[src/rtl/uart_rx_pusher.sv]
// uart_rx_pusher: 8N1 UART receiver that pushes each good byte into a downstream byte FIFO
// through an active-low push strobe, dropping (and flagging) bytes that arrive while it is full.
// Optional macro UART_RX_PARITY_EN switches the frame format to 8E1.
module uart_rx_pusher #(
   parameter int unsigned CLK_HZ     = 50000000,
   parameter int unsigned BAUD       = 9600,
   parameter int unsigned OVERSAMPLE = 16,
   parameter int unsigned PUSH_LEN   = 2
) (
   input  logic       clk,
   input  logic       reset,
   input  logic       rx,
   input  logic       full,
   output logic [7:0] data,
   output logic       push_n,
   output logic       busy,
   output logic       frame_err,
   output logic       overrun
);

   localparam int unsigned DIV = CLK_HZ / (BAUD * OVERSAMPLE);
   localparam int unsigned DW  = (DIV > 1) ? $clog2(DIV) : 1;
   localparam int unsigned SW  = $clog2(OVERSAMPLE);
   localparam int unsigned PW  = $clog2(PUSH_LEN);

   localparam logic [DW-1:0] DivMax   = DW'(DIV - 1);
   localparam logic [SW-1:0] SampHalf = SW'(OVERSAMPLE / 2 - 1);
   localparam logic [SW-1:0] SampMax  = SW'(OVERSAMPLE - 1);
   localparam logic [PW-1:0] PushMax  = PW'(PUSH_LEN - 1);

   typedef enum logic [2:0] {
      StIdle,
      StStart,
      StData,
`ifdef UART_RX_PARITY_EN
      StParity,
`endif
      StStop,
      StBreak,
      StPush
   } state_e;

   state_e          state_q, state_d;
   logic            rx_meta_q, rxs_q, rxs_prev_q;
   logic [DW-1:0]   div_q;
   logic [SW-1:0]   samp_q;
   logic [2:0]      bit_q, bit_d;
   logic [7:0]      shift_q, shift_d;
   logic [7:0]      data_q, data_d;
   logic [PW-1:0]   push_cnt_q, push_cnt_d;
   logic            push_n_q, push_n_d;
   logic            busy_q, busy_d;
   logic            frame_err_q, frame_err_d;
   logic            overrun_q, overrun_d;
   logic            pend_q, pend_d;
`ifdef UART_RX_PARITY_EN
   logic            par_err_q, par_err_d;
`endif

   logic fall;
   logic tick;
   logic start_clr;
   logic samp_mid;

   assign fall      = rxs_prev_q & ~rxs_q;
   assign tick      = (div_q == DivMax);
   // Start edges seen while pushing are kept so the next frame is not lost
   assign start_clr = fall && ((state_q == StIdle) || (state_q == StPush));
   assign samp_mid  = tick && (samp_q == SampMax);

   // Two-flop synchroniser plus previous-value flop for edge detection; idle line is high
   always_ff @(posedge clk or posedge reset) begin
      if (reset) begin
         rx_meta_q  <= 1'b1;
         rxs_q      <= 1'b1;
         rxs_prev_q <= 1'b1;
      end else begin
         rx_meta_q  <= rx;
         rxs_q      <= rx_meta_q;
         rxs_prev_q <= rxs_q;
      end
   end

   // Oversample tick divider, re-phased to the start edge
   always_ff @(posedge clk or posedge reset) begin
      if (reset) begin
         div_q <= '0;
      end else if (start_clr || tick) begin
         div_q <= '0;
      end else begin
         div_q <= div_q + DW'(1);
      end
   end

   // Sample counter: half a bit to mid-start, then whole bits between mid-bit samples
   always_ff @(posedge clk or posedge reset) begin
      if (reset) begin
         samp_q <= '0;
      end else if (start_clr) begin
         samp_q <= '0;
      end else if (tick) begin
         if (((state_q == StStart) && (samp_q == SampHalf)) || (samp_q == SampMax)) begin
            samp_q <= '0;
         end else begin
            samp_q <= samp_q + SW'(1);
         end
      end
   end

   // FSM and datapath registers
   always_ff @(posedge clk or posedge reset) begin
      if (reset) begin
         state_q     <= StIdle;
         bit_q       <= '0;
         shift_q     <= '0;
         data_q      <= '0;
         push_cnt_q  <= '0;
         push_n_q    <= 1'b1;
         busy_q      <= 1'b0;
         frame_err_q <= 1'b0;
         overrun_q   <= 1'b0;
         pend_q      <= 1'b0;
`ifdef UART_RX_PARITY_EN
         par_err_q   <= 1'b0;
`endif
      end else begin
         state_q     <= state_d;
         bit_q       <= bit_d;
         shift_q     <= shift_d;
         data_q      <= data_d;
         push_cnt_q  <= push_cnt_d;
         push_n_q    <= push_n_d;
         busy_q      <= busy_d;
         frame_err_q <= frame_err_d;
         overrun_q   <= overrun_d;
         pend_q      <= pend_d;
`ifdef UART_RX_PARITY_EN
         par_err_q   <= par_err_d;
`endif
      end
   end

   // Next-state and register update decisions
   always_comb begin
      state_d     = state_q;
      bit_d       = bit_q;
      shift_d     = shift_q;
      data_d      = data_q;
      push_cnt_d  = push_cnt_q;
      push_n_d    = push_n_q;
      frame_err_d = frame_err_q;
      overrun_d   = overrun_q;
      pend_d      = pend_q;
`ifdef UART_RX_PARITY_EN
      par_err_d   = par_err_q;
`endif
      unique case (state_q)
         StIdle: begin
            if (fall) state_d = StStart;
         end
         StStart: begin
            if (tick && (samp_q == SampHalf)) begin
               if (!rxs_q) begin
                  state_d = StData;
                  bit_d   = '0;
               end else begin
                  state_d = StIdle;  // glitch, not a start bit
               end
            end
         end
         StData: begin
            if (samp_mid) begin
               shift_d = {rxs_q, shift_q[7:1]};
               bit_d   = bit_q + 3'd1;
`ifdef UART_RX_PARITY_EN
               if (bit_q == 3'd7) state_d = StParity;
`else
               if (bit_q == 3'd7) state_d = StStop;
`endif
            end
         end
`ifdef UART_RX_PARITY_EN
         StParity: begin
            if (samp_mid) begin
               par_err_d = rxs_q ^ (^shift_q);
               state_d   = StStop;
            end
         end
`endif
         StStop: begin
            if (samp_mid) begin
               if (rxs_q) begin
                  frame_err_d = 1'b0;
`ifdef UART_RX_PARITY_EN
                  if (par_err_q) begin
                     frame_err_d = 1'b1;
                     state_d     = StIdle;
                  end else
`endif
                  if (full) begin
                     overrun_d = 1'b1;
                     state_d   = StIdle;
                  end else begin
                     data_d     = shift_q;
                     push_n_d   = 1'b0;
                     push_cnt_d = '0;
                     pend_d     = 1'b0;
                     state_d    = StPush;
                  end
               end else begin
                  frame_err_d = 1'b1;
                  state_d     = StBreak;
               end
            end
         end
         StBreak: begin
            if (rxs_q) state_d = StIdle;
         end
         StPush: begin
            push_cnt_d = push_cnt_q + PW'(1);
            if (fall) pend_d = 1'b1;
            if (push_cnt_q == PushMax) begin
               push_n_d = 1'b1;
               pend_d   = 1'b0;
               state_d  = (pend_q || fall) ? StStart : StIdle;
            end
         end
         default: state_d = StIdle;
      endcase
      busy_d = (state_d != StIdle);
   end

   assign data      = data_q;
   assign push_n    = push_n_q;
   assign busy      = busy_q;
   assign frame_err = frame_err_q;
   assign overrun   = overrun_q;

endmodule

[config.mk]
export PLATFORM = sky130hd
export DESIGN_NAME = uart_rx_pusher
export DESIGN_NICKNAME = d
export VERILOG_FILES = /design/src/rtl/uart_rx_pusher.sv
export SDC_FILE = /design/constraint.sdc
export NUM_CORES = 1
export LEC_CHECK = 0
export ABC_CLOCK_PERIOD_IN_PS = 2170
export BUFFER_PORTS_ARGS = -buffer_cell sky130_fd_sc_hd__buf_2
export CORE_ASPECT_RATIO = 0.75
export CORE_MARGIN = 5
export CORE_UTILIZATION = 56
export CTS_BUF_LIST = sky130_fd_sc_hd__clkbuf_4
export CTS_CLUSTER_SIZE = 30
export DETAILED_ROUTE_END_ITERATION = 16
export PLACE_DENSITY = 0.8
export SYNTH_ARGS = -nofsm -noshare
export SYNTH_HDL_FRONTEND = slang
export SYNTH_SLANG_ARGS = --single-unit
[constraint.sdc]
create_clock -name clk -period 2.17 [get_ports clk]
set_input_delay 0.1085 -clock clk [delete_from_list [all_inputs] [get_ports clk]]
set_output_delay 0.1085 -clock clk [all_outputs]
set_load 0.005 [all_outputs]
# Word level (Yosys, flattened, before mapping)
# Index checks and enable logic that the tools add are counted.
[word_totals]
output_inout_bits = 12
in_bits = 4
reg_bits = 44
[op_classes]
bitwise_logic = 3
n_reduce_logical = 21
add_sub_neg = 4
mux = 30
n_eq_ne = 17
[op_table]
columns = ["op", "n"]
rows = [
  ["$mux 3", 12],
  ["$pmux 3 s6", 1],
  ["$reduce_and 4->1", 4],
  ["$mux 4", 3],
  ["$ne 2x2->1 const B", 6],
  ["$reduce_and 5->1", 2],
  ["$add 9x1->9 const B", 1],
  ["$eq 3x3->1 const B", 3],
  ["$eq 9x9->1 const B", 1],
  ["$mux 9", 1],
  ["$mux 1", 8],
  ["$eq 3x2->1 const B", 2],
  ["$pmux 1 s2", 3],
  ["$pmux 3 s2", 1],
  ["$reduce_bool 2->1", 3],
  ["$add 4x1->4 const B", 1],
  ["$eq 4x3->1 const B", 1],
  ["$eq 4x4->1 const B", 1],
  ["$logic_and 1x1->1", 4],
  ["$logic_or 1x1->1", 4],
  ["$reduce_and 2->1", 2],
  ["$add 3x1->3 const B", 1],
  ["$eq 3x1->1 const B", 1],
  ["$logic_not 3->1", 1],
  ["other kinds (7)", 8],
]

# Depth between registers and ports, before layout
# Gate-level depths: netlist (run 1).
[depth]
word_depth = 7
depth_mapped = 7
mapped_depth_nobuf = 6

# Worst setup path before layout (run 1)
# Ideal clock, no wire load.
[synth_timing]
path_type = "register to register"
startpoint = "reg div_q[3]"
endpoint = "reg shift_q[0]"
required_ps = 2045
period_less_slack_ps = 2039
path_buffers = 1
t_arrival_ps = 1914
path_slack_ps = 131
stages_incl_launch_ff = 6
cell_sequence = "dfrtp_1 > or4b_4 > nor3_1 > and3_1 > buf_2 > mux2_2"
[synth_via]
elab_chain_len = 3
[synth_rtl]
columns = ["item", "line_no", "rtl"]
rows = [
  ["start, declared", "45", "logic [DW-1:0] div_q;"],
  ["start signal, assigned", "91", "div_q <= div_q + DW'(1);"],
  ["$eq 9x9->1", "66", "assign tick = (div_q == DivMax);"],
  ["$logic_and 1x1->1", "69", "assign samp_mid = tick && (samp_q == SampMax);"],
  ["$reduce_and 2->1 (no source line)", "n/a", ""],
  ["end signal, assigned", "129", "shift_q <= shift_d;"],
  ["end, declared", "48", "logic [7:0] shift_q, shift_d;"],
]
# Every way passes these cells.
# A chain may end at the register's enable or synchronous reset.

# Worst setup path after layout (run 1)
[layout_timing]
startpoint = "reg div_q[0]"
endpoint = "reg data_q[4] (netlist: data[4])"
[layout_via]
elab_chain_len = 3
[layout_rtl]
columns = ["item", "line_no", "rtl"]
rows = [
  ["$eq 9x9->1", "66", ""],
  ["$logic_and 1x1->1", "69", ""],
  ["$reduce_and 4->1 (no source line)", "n/a", ""],
  ["end signal, assigned", "130", "data_q <= data_d;"],
  ["end, declared", "49", "logic [7:0] data_q, data_d;"],
]
# Every way passes these cells.

==> results of run 1 <==
[final cells by class]
class	instances	area [um^2]	share of cell area (%)
Inverter	11	41.29	1.723
Multi-Input combinational cell	116	928.4	38.75
Clock inverter	3	47.55	1.984
Clock buffer	5	37.54	1.567
Tap cell	52	65.06	2.715
Sequential cell	44	1106	46.16
Timing Repair Buffer	27	170.2	7.102
[placed cells by master (no fill, tap or decap), types with 2 or more instances in the layout]
master	instances
sky130_fd_sc_hd__a2111oi_0	2
sky130_fd_sc_hd__buf_4	10
sky130_fd_sc_hd__clkinv_4	2
sky130_fd_sc_hd__inv_1	11
sky130_fd_sc_hd__dlygate4sd3_1	2
sky130_fd_sc_hd__and2_1	4
sky130_fd_sc_hd__nand2b_1	4
sky130_fd_sc_hd__nand3_1	6
sky130_fd_sc_hd__a21oi_1	4
sky130_fd_sc_hd__nand3b_1	2
sky130_fd_sc_hd__nand4b_1	3
sky130_fd_sc_hd__mux2_4	7
sky130_fd_sc_hd__xor2_1	7
sky130_fd_sc_hd__a31o_2	2
sky130_fd_sc_hd__buf_2	15
sky130_fd_sc_hd__clkbuf_4	5
sky130_fd_sc_hd__dfstp_2	4
sky130_fd_sc_hd__nor3_1	2
sky130_fd_sc_hd__nor2b_1	4
sky130_fd_sc_hd__nand2_1	8
sky130_fd_sc_hd__mux2_2	10
sky130_fd_sc_hd__nor2_1	15
sky130_fd_sc_hd__ha_1	5
sky130_fd_sc_hd__dfrtp_1	40
sky130_fd_sc_hd__mux2i_1	5
sky130_fd_sc_hd__nand4_1	3
[path summary, 6_finish.rpt]
check	endpoint	start	slack, ps	depth (start not counted)
worst max-delay path	data[4]	div_q[0]	110	6
worst max register to register	data[4]	div_q[0]	110	6
worst min-delay path	overrun	full	60	2
max in group asynchronous	push_n	reset	1390	4
worst min register to register	rxs_q	rx_meta_q	370	0
min in group asynchronous	div_q[2]	reset	400	4
[metal layers]
metal / up-vias / wire, um / GRT usage, %
met5: - / 0 / 0
met4: 0 / 66 / 5.907
met3: 9 / 202 / 4.899
met2: 41 / 2047 / 29.96
met1: 732 / 1800 / 22.41
li1: 675 / - / -
[worst max-delay path, stage by stage, from the launching register on]
cell and delay, ps:
sky130_fd_sc_hd__dfrtp_1 470, sky130_fd_sc_hd__inv_1 90, sky130_fd_sc_hd__ha_1 180, sky130_fd_sc_hd__nand4b_1 200
sky130_fd_sc_hd__nor4_4 410, sky130_fd_sc_hd__nand3b_4 240, sky130_fd_sc_hd__mux2_4 360
[repair_timing]
item | 4_1_cts | 5_1_grt
endpoints found under the hold margin | 41 | 0
endpoints found under the setup margin | 9 | 7
hold buffers | 2 | 0
pin swaps | 0 | 2
gates resized for setup | 2 | 1
[synthesized netlist by cell type (all sizes together), types with 4 or more instances]
cell type / number / area share, %
and2: 4 / 1.2
nand3: 6 / 1.4
nand2b: 4 / 1.2
nor2b: 4 / 1.2
nand2: 8 / 1.4
nor2: 15 / 2.7
mux2: 17 / 10
clkbuf: 5 / 0.90
inv: 11 / 2.0
xor2: 7 / 2.9
dfrtp: 40 / 48
dfstp: 4 / 5.0
a21oi: 4 / 0.95
mux2i: 5 / 2.4
ha: 5 / 3.0
[power by group through the flow]
stage,clock [uW],sequential [uW],combinational [uW]
2_1_floorplan,0,979,213
3_3_place_gp,0,977,320
3_5_place_dp,0,984,349
4_1_cts,529,968,355
5_1_grt,575,982,385
6_report,524,971,352
[kinds of logic after synthesis]
| group | count (synthesis) | synth area share (%) |
|---|---|---|
| adder cells (fa/ha/maj) | 5 | 2.983 |
| flip-flops | 44 | 52.74 |
| AO/OA/AOI/OAI | 17 | 5.908 |
| buffers and inverters | 18 | 3.639 |
| AND/OR/NAND/NOR | 64 | 18.62 |
| XOR/XNOR | 8 | 3.341 |
| multiplexers | 22 | 12.77 |
[metrics by stage]
step | hold slack (ps) | setup TNS (ps) | power [uW] | util (%) | std cells
after floorplan | 113.0 | 0 | 1192 | - | 178
after global placement | 215.8 | 0 | 1297 | 62.61 | 248
after detailed placement | 215.3 | -39.77 | 1333 | 62.61 | 248
after CTS | 41.08 | 0 | 1851 | 65.77 | 258
after global routing | 28.08 | 0 | 1942 | 65.88 | 258
final | 60.15 | 0 | 1847 | 65.88 | 258
[sequential cells by signal (all words and copies together) (netlist names), 3 cells and up]
name     cells
samp_q       4
shift_q      8
data         8
state_q      3
div_q        9
bit_q        3
==> metrics, run 1 <==
DRC errors left=0; Max-Slew Margin vs Limit=between 50% and 60%; endpoint class of the critical path=flop; total setup buffers inserted after CTS=0; hpwl dp=3.009 mm; worst setup timing slack at the placement stage=-13.22 ps; critical-path maximum fanout=11; endpoints failing hold=0; number of buffer cells added on primary ports=15; layout cells sized above 1=~30%; most used flip-flop cell after synthesis=sky130_fd_sc_hd__dfrtp_1; Layout fillers=275; per-cell routed wire length=roughly 16 um; clock transition at the registers of the reported paths=between 100 and 150 ps; internal power of the cells=approximately 1300 uW; number of CTS-inserted buffers=5; clock tree from TritonCTS=built; width of the die=80.66 um; sum of routed wire length over all layers=~4 mm; pin count of the biggest net entering global routing=45; cell area after synthesis=around 0.0021 mm^2; clock tree buffer depth=2; post-place instance area=about 0.0023 mm^2; HP Class=in2reg; sequential area share after synthesis=52.74%; required time of the critical path=2420 ps; run status=completed; fraction of power spent switching nets=around 30%; worst setup path category=reg2reg; average cell area after synthesis=approximately 12 um^2; row count=19; Initial Utilization=57.65%; net count after synthesis=between 150 and 200; routability congestion estimate=0.8699; global-route wire length before repair=6.996 mm; proportion of synthesized flip-flops having asynchronous set or reset=100.0%; switching pwr=543.5 uW; shortest period the worst path allows=around 2000 ps; category of the worst setup path launch point=flop; Antenna Cells=0; Clk Tree Root Cell=sky130_fd_sc_hd__clkbuf_4; Fmax achieved=a little under 500 MHz; nets@finish=about 210; core footprint=around 0.0036 mm^2; Worst Clk Skew=8.987 ps; drt initial violations=138; slew at the pin closest to its max-slew limit=607.4 ps; total number of yosys warnings=0; Remaining Overflow, GRT=0; leakage power figure=roughly 0.0012 uW; endpoint arrival time on the critical path=about 2300 ps; crit share post-route=between 90% and 100%; number of levels in the clock H-tree=2; post-synthesis cell type count=46; fraction of power consumed by sequential logic=around 53%; flop and latch count out of synthesis=44; share of total power in the clock network=approximately 28%; number of detailed-route iterations in the first pass=4; full die area=between 0.005 and 0.006 mm^2; I/O pin count=16; total number of vias=approximately 1500; number of enable flip-flop cells after synthesis=0; count of antenna-violating nets left after detailed routing=0; height of the chip=around 63 um; via count of the first global-routing pass=1437; Clock Latency Late Sink=~360 ps; cells after synthesis=approximately 180; RSZ-0062 raised after global routing=false; all-layer global routing usage=between 15 and 20%; antenna violations before repair=0; final non-filler cell area=0.002396 mm^2; Final setup violation count=0; maximum vdd drop=about 0.00053 V; # clock sinks=between 40 and 50; ratio of routed vias to standard cells=5.647; # Max-Cap Violations=0; Logic pwr share=approximately a fifth; power density cells=770.9 mW/mm^2; Area growth, synth to finish=14.26%; pins over their slew limit=0; PnR worst setup slack=~110 ps
Note: power is estimated with default switching activity, not from simulation.
==> run 2, diff against run 1 <==
Settings changed: MAX_ROUTING_LAYER from default to met4, SETUP_SLACK_MARGIN from default to 0.2.
==> metrics, run 2 (same netlist as run 1, synthesis figures left out) <==
run status=completed; Area growth, synth to finish=19.09%; overall power of the completed layout=between 1500 and 2000 uW; width of the die=slightly above 80 um; sum of routed wire length over all layers=about 4.2 mm; final-layout setup total negative slack=0 ps; pins over their slew limit=0; clock transition at the registers of the reported paths=roughly 130 ps; power density cells=about 760 mW/mm^2; Fmax achieved=slightly below 500 MHz; Reg2Reg Launch Point=div_q[4]; pin count of the biggest net entering global routing=45; endpoint class of the critical path=flop; routability congestion estimate=0.8163; via count of the first global-routing pass=about 1500; clock tree buffer depth=2; Antenna Cells=0; crit share post-route=a little over nine tenths; Clk Tree Root Cell=sky130_fd_sc_hd__clkbuf_4; Worst Clk Skew=15.01 ps; leakage power figure=~0.0013 uW; # Max-Cap Violations=0; Worst Hold Path EP=overrun; worst setup path category=reg2reg; number of detailed-route iterations in the first pass=4; Layout fillers=271; register-to-register setup slack=between 100 and 150 ps; Crit. Startpoint=div_q[4]; I/O pin count=16; Initial Utilization=roughly 58%; per-cell routed wire length=around 16 um; post-route worst hold slack=about 61 ps; drt initial violations=roughly 90; Final setup violation count=0; register area=0.001106 mm^2; slew at the pin closest to its max-slew limit=about 520 ps; hpwl dp=about 2.9 mm; DRC errors left=0; required time of the critical path=~2400 ps; RSZ-0062 raised after global routing=true; most common library cell in the layout ignoring fill and taps=sky130_fd_sc_hd__dfrtp_1; endpoints failing hold=0; area of combinational cells with multiple inputs=around 970 um^2; Remaining Overflow, GRT=0; start point of the worst min-delay path=full; endpoint arrival time on the critical path=between 2000 and 2500 ps; height of the chip=around 63 um; critical-path maximum fanout=6; maximum vdd drop=0.0005412 V; worst r2r path cells=5; shortest period the worst path allows=2054 ps; layout cells sized above 1=around 34%; Largest register FFs=9; most used cells in the layout excluding fill and tap cells=sky130_fd_sc_hd__dfrtp_1 (40), sky130_fd_sc_hd__nor2_1 (15), sky130_fd_sc_hd__buf_2 (15), sky130_fd_sc_hd__buf_4 (15), sky130_fd_sc_hd__inv_1 (11); HP Class=in2reg; antenna violations before repair=0; # clock sinks=44; count of antenna-violating nets left after detailed routing=0; PnR worst setup slack=116.4 ps; full die area=between 0.005 and 0.006 mm^2; reg-to-reg critical path endpoint=data[1]; ratio of routed vias to standard cells=roughly 5.4; all-layer global routing usage=between 10% and 20%; Max-Slew Margin vs Limit=between 60% and 70%; row count=19; register bank with the most flops=div_q; cell count of the worst hold path=2; number of buffer cells added on primary ports=15; global-route wire length before repair=around 7.3 mm; core footprint=0.003637 mm^2; total number of vias=roughly 1400; nets@finish=~220; worst setup timing slack at the placement stage=around 10 ps; clock tree from TritonCTS=built; number of CTS-inserted buffers=5; category of the worst setup path launch point=flop; number of levels in the clock H-tree=2; Clock Latency Late Sink=~350 ps
[run 2: cell count changes in the layout (fill, tap and decap cells not counted), sizes merged]
| cell | change |
|---|---|
| buf | +7 |
| clkinv | -1 |
| clkbuf | +1 |
[run 2: where the power goes]
part / switching, uW / leakage (uW) / internal (uW)
registers: 56.4 / 0.000582 / 892
clock network: 257 / 0.0000456 / 254
logic: 224 / 0.000657 / 205
[run 2: worst max-delay path by stage]
| stage | to | slack [ps] | depth (start not counted) |
|---|---|---|---|
| after global routing | data[1] | 60 | 5 |
| after global placement | shift_q[0] | 110 | 4 |
| after CTS | data[1] | 130 | 5 |
| after detailed placement | data[2] | 10 | 6 |
| after floorplan | shift_q[0] | 230 | 5 |
| final | data[1] | 120 | 5 |
[run 2: critical path: stages, from the launching register on]
cell	delay [ps]
sky130_fd_sc_hd__dfrtp_1	410
sky130_fd_sc_hd__or4b_4	570
sky130_fd_sc_hd__nor4_4	380
sky130_fd_sc_hd__nand3b_4	130
sky130_fd_sc_hd__buf_12	160
sky130_fd_sc_hd__mux2_4	290
[run 2: final cells by class]
cell class,count,area share (%)
timing repair buffer,34,9.569
sequential,44,44.29
multi-input combinational,116,38.68
tap,52,2.605
clock inverter,2,1.403
inverter,11,1.653
clock buffer,6,1.804
[run 2: per-stage QoR]
step	utilization (%)	cell area (um^2)	std cells
finish	68.66	2497	265
global route	68.66	2497	265
CTS	67.94	2471	265
detailed placement	62.95	2290	249
global placement	62.95	2290	249
floorplan	-	2105	178
[run 2: per-layer routing]
layer  global-route usage [%]  up-vias  share of wire, %
met3                    4.323        4               4.4
met5                        -        -                 0
met4                    5.696        0               1.0
met1                    26.53      706                47
li1                         -      691                 -
met2                    27.79       33                48
[run 2: repair_timing]
action	CTS	global route
gates resized for setup	7	5
pin swaps	2	4
setup endpoints to repair	20	22
endpoints found under the hold margin	41	0
buffers inserted	6	0
hold buffers	2	0
==> run 3, diff against run 2 <==
--- a/config.mk
+++ b/config.mk
@@ -16,4 +16,5 @@
 export MAX_ROUTING_LAYER = met4
 export PLACE_DENSITY = 0.8
+export RECOVER_POWER = 25
 export SETUP_SLACK_MARGIN = 0.2
 export SYNTH_ARGS = -nofsm -noshare
==> constraint.sdc (replaced) <==
create_clock -name clk -period 2.17 [get_ports clk]
set_input_delay 0.434 -clock clk [delete_from_list [all_inputs] [get_ports clk]]
set_output_delay 0.434 -clock clk [all_outputs]
set_load 0.005 [all_outputs]
==> metrics, run 3 (same netlist as run 1, synthesis figures left out) <==
run status=completed; drt initial violations=110; core footprint=about 0.0036 mm^2; Max-Slew Margin vs Limit=30.93%; number of CTS-inserted buffers=5; Remaining Overflow, GRT=0; hpwl dp=roughly 2.9 mm; # Max-Cap Violations=0; Area growth, synth to finish=18.85%; cell type group with the largest total delay on the critical path=simple AND/OR/NAND/NOR gates; worst setup path category=reg2reg; global-route wire length before repair=just over 7 mm; ratio of routed vias to standard cells=5.483; Layout fillers=~280; Fmax achieved=between 400 and 500 MHz; clock tree buffer depth=2; number of buffer cells added on primary ports=15; endpoint arrival time on the critical path=2350 ps; row count=19; per-cell routed wire length=16.74 um; register bank with the most flops=div_q; nets@finish=approximately 220; most common library cell in the layout ignoring fill and taps=sky130_fd_sc_hd__dfrtp_1; clock tree from TritonCTS=built; PnR worst setup slack=60.91 ps; number of buffers inserted by hold repair at cts=0; slowest CP cell=sky130_fd_sc_hd__or4b_4; pins over their slew limit=0; DRC errors left=0; via count of the first global-routing pass=1472; crit share post-route=between 90% and 100%; antenna violations before repair=0; endpoints failing hold=0; placed cell count=around 250; Initial Utilization=57.65%; Clk Tree Root Cell=sky130_fd_sc_hd__clkbuf_4; I/O pin count=16; total number of vias=1442; worst setup timing slack at the placement stage=roughly 9.9 ps; final-layout setup total negative slack=0 ps; # clock sinks=between 40 and 50; maximum vdd drop=0.0005231 V; count of antenna-violating nets left after detailed routing=0; endpoint class of the critical path=flop; leakage power figure=around 0.0013 uW; HP Class=in2reg; power density cells=750.6 mW/mm^2; Critical Path, Cell by Cell=or4b_4 > nor4_4 > nand3b_4 > buf_12 > mux2_4; clock transition at the registers of the reported paths=~120 ps; RSZ-0062 raised after global routing=true; Worst Clk Skew=around 21 ps; layout cells sized above 1=between 30% and 40%; all-layer global routing usage=between 10% and 20%; category of the worst setup path launch point=flop; Antenna Cells=0; full die area=0.005081 mm^2; width of the die=just over 80 um; routability congestion estimate=approximately 0.82; post-place instance area=0.002290 mm^2; required time of the critical path=~2400 ps; critical-path maximum fanout=6; most used cells in the layout excluding fill and tap cells=sky130_fd_sc_hd__dfrtp_1 (40), sky130_fd_sc_hd__nor2_1 (15), sky130_fd_sc_hd__buf_2 (15); Clock Latency Late Sink=roughly 360 ps; final non-filler cell area=approximately 0.0025 mm^2; Final Instance Count excl. Fillers=~260; Final setup violation count=0; number of detailed-route iterations in the first pass=4; height of the chip=between 60 and 70 um; Largest register FFs=9; count of buffering cells on the critical path with inverters included=1; overall power of the completed layout=roughly 1900 uW; sum of routed wire length over all layers=about 4.4 mm; longest individual stage delay on the worst path=about 570 ps; number of levels in the clock H-tree=2; shortest period the worst path allows=2109 ps; slew at the pin closest to its max-slew limit=a little over 1000 ps; pin count of the biggest net entering global routing=45
==> run 3: cell count changes in the layout (fill, tap and decap cells not counted), sizes merged <==
| cell | delta |
|---|---|
| dlygate4sd3 | -2 |
| buf | -1 |
| clkbuf | +1 |
==> run 3: final cells by class <==
type,count,area (um^2),share of cell area (%)
Sequential cell,44,1106,44.38
Clock inverter,2,35.03,1.406
Tap cell,52,65.06,2.610
Multi-Input combinational cell,116,983.4,39.46
Timing Repair Buffer,32,216.5,8.685
Clock buffer,6,45.04,1.807
Inverter,11,41.29,1.657
==> run 3: repair_timing <==
item | CTS | global route
buffers inserted | 6 | 0
pin swaps | 2 | 4
endpoints found under the setup margin | 20 | 21
gates resized for setup | 7 | 11
==> run 3: report_power, final <==
part | switching (uW) | total [uW] | internal [uW]
Sequential | 55.3 | 947 | 892
Clock | 260 | 514 | 254
Combinational | 217 | 410 | 192
==> run 3: routing by layer <==
layer | vias to the layer above | track usage, % | wire (um)
li1 | 687 | - | -
met3 | 4 | 4.323 | 170
met4 | 0 | 5.696 | 45
met2 | 32 | 27.79 | 2181
met5 | - | - | 0
met1 | 719 | 25.97 | 2005
==> run 3: metrics by stage <==
step                      utilization, %  hold WS, ps
final                              68.52        166.2
after global routing               68.52        136.1
after CTS                          67.39        165.1
after detailed placement           62.95        346.8
after global placement             62.95        346.0
after floorplan                        -        345.2
==> run 3: path summary, 6_finish.rpt <==
path                            from          to  slack, ps  depth (start not counted)
max                         div_q[4]     data[1]         60                          5
min                               rx   rx_meta_q        170                          1
max reg2reg                 div_q[4]     data[1]         60                          5
min reg2reg                rx_meta_q       rxs_q        360                          0
max in group asynchronous      reset  shift_q[2]       1140                          3
min in group asynchronous      reset  shift_q[3]        380                          3
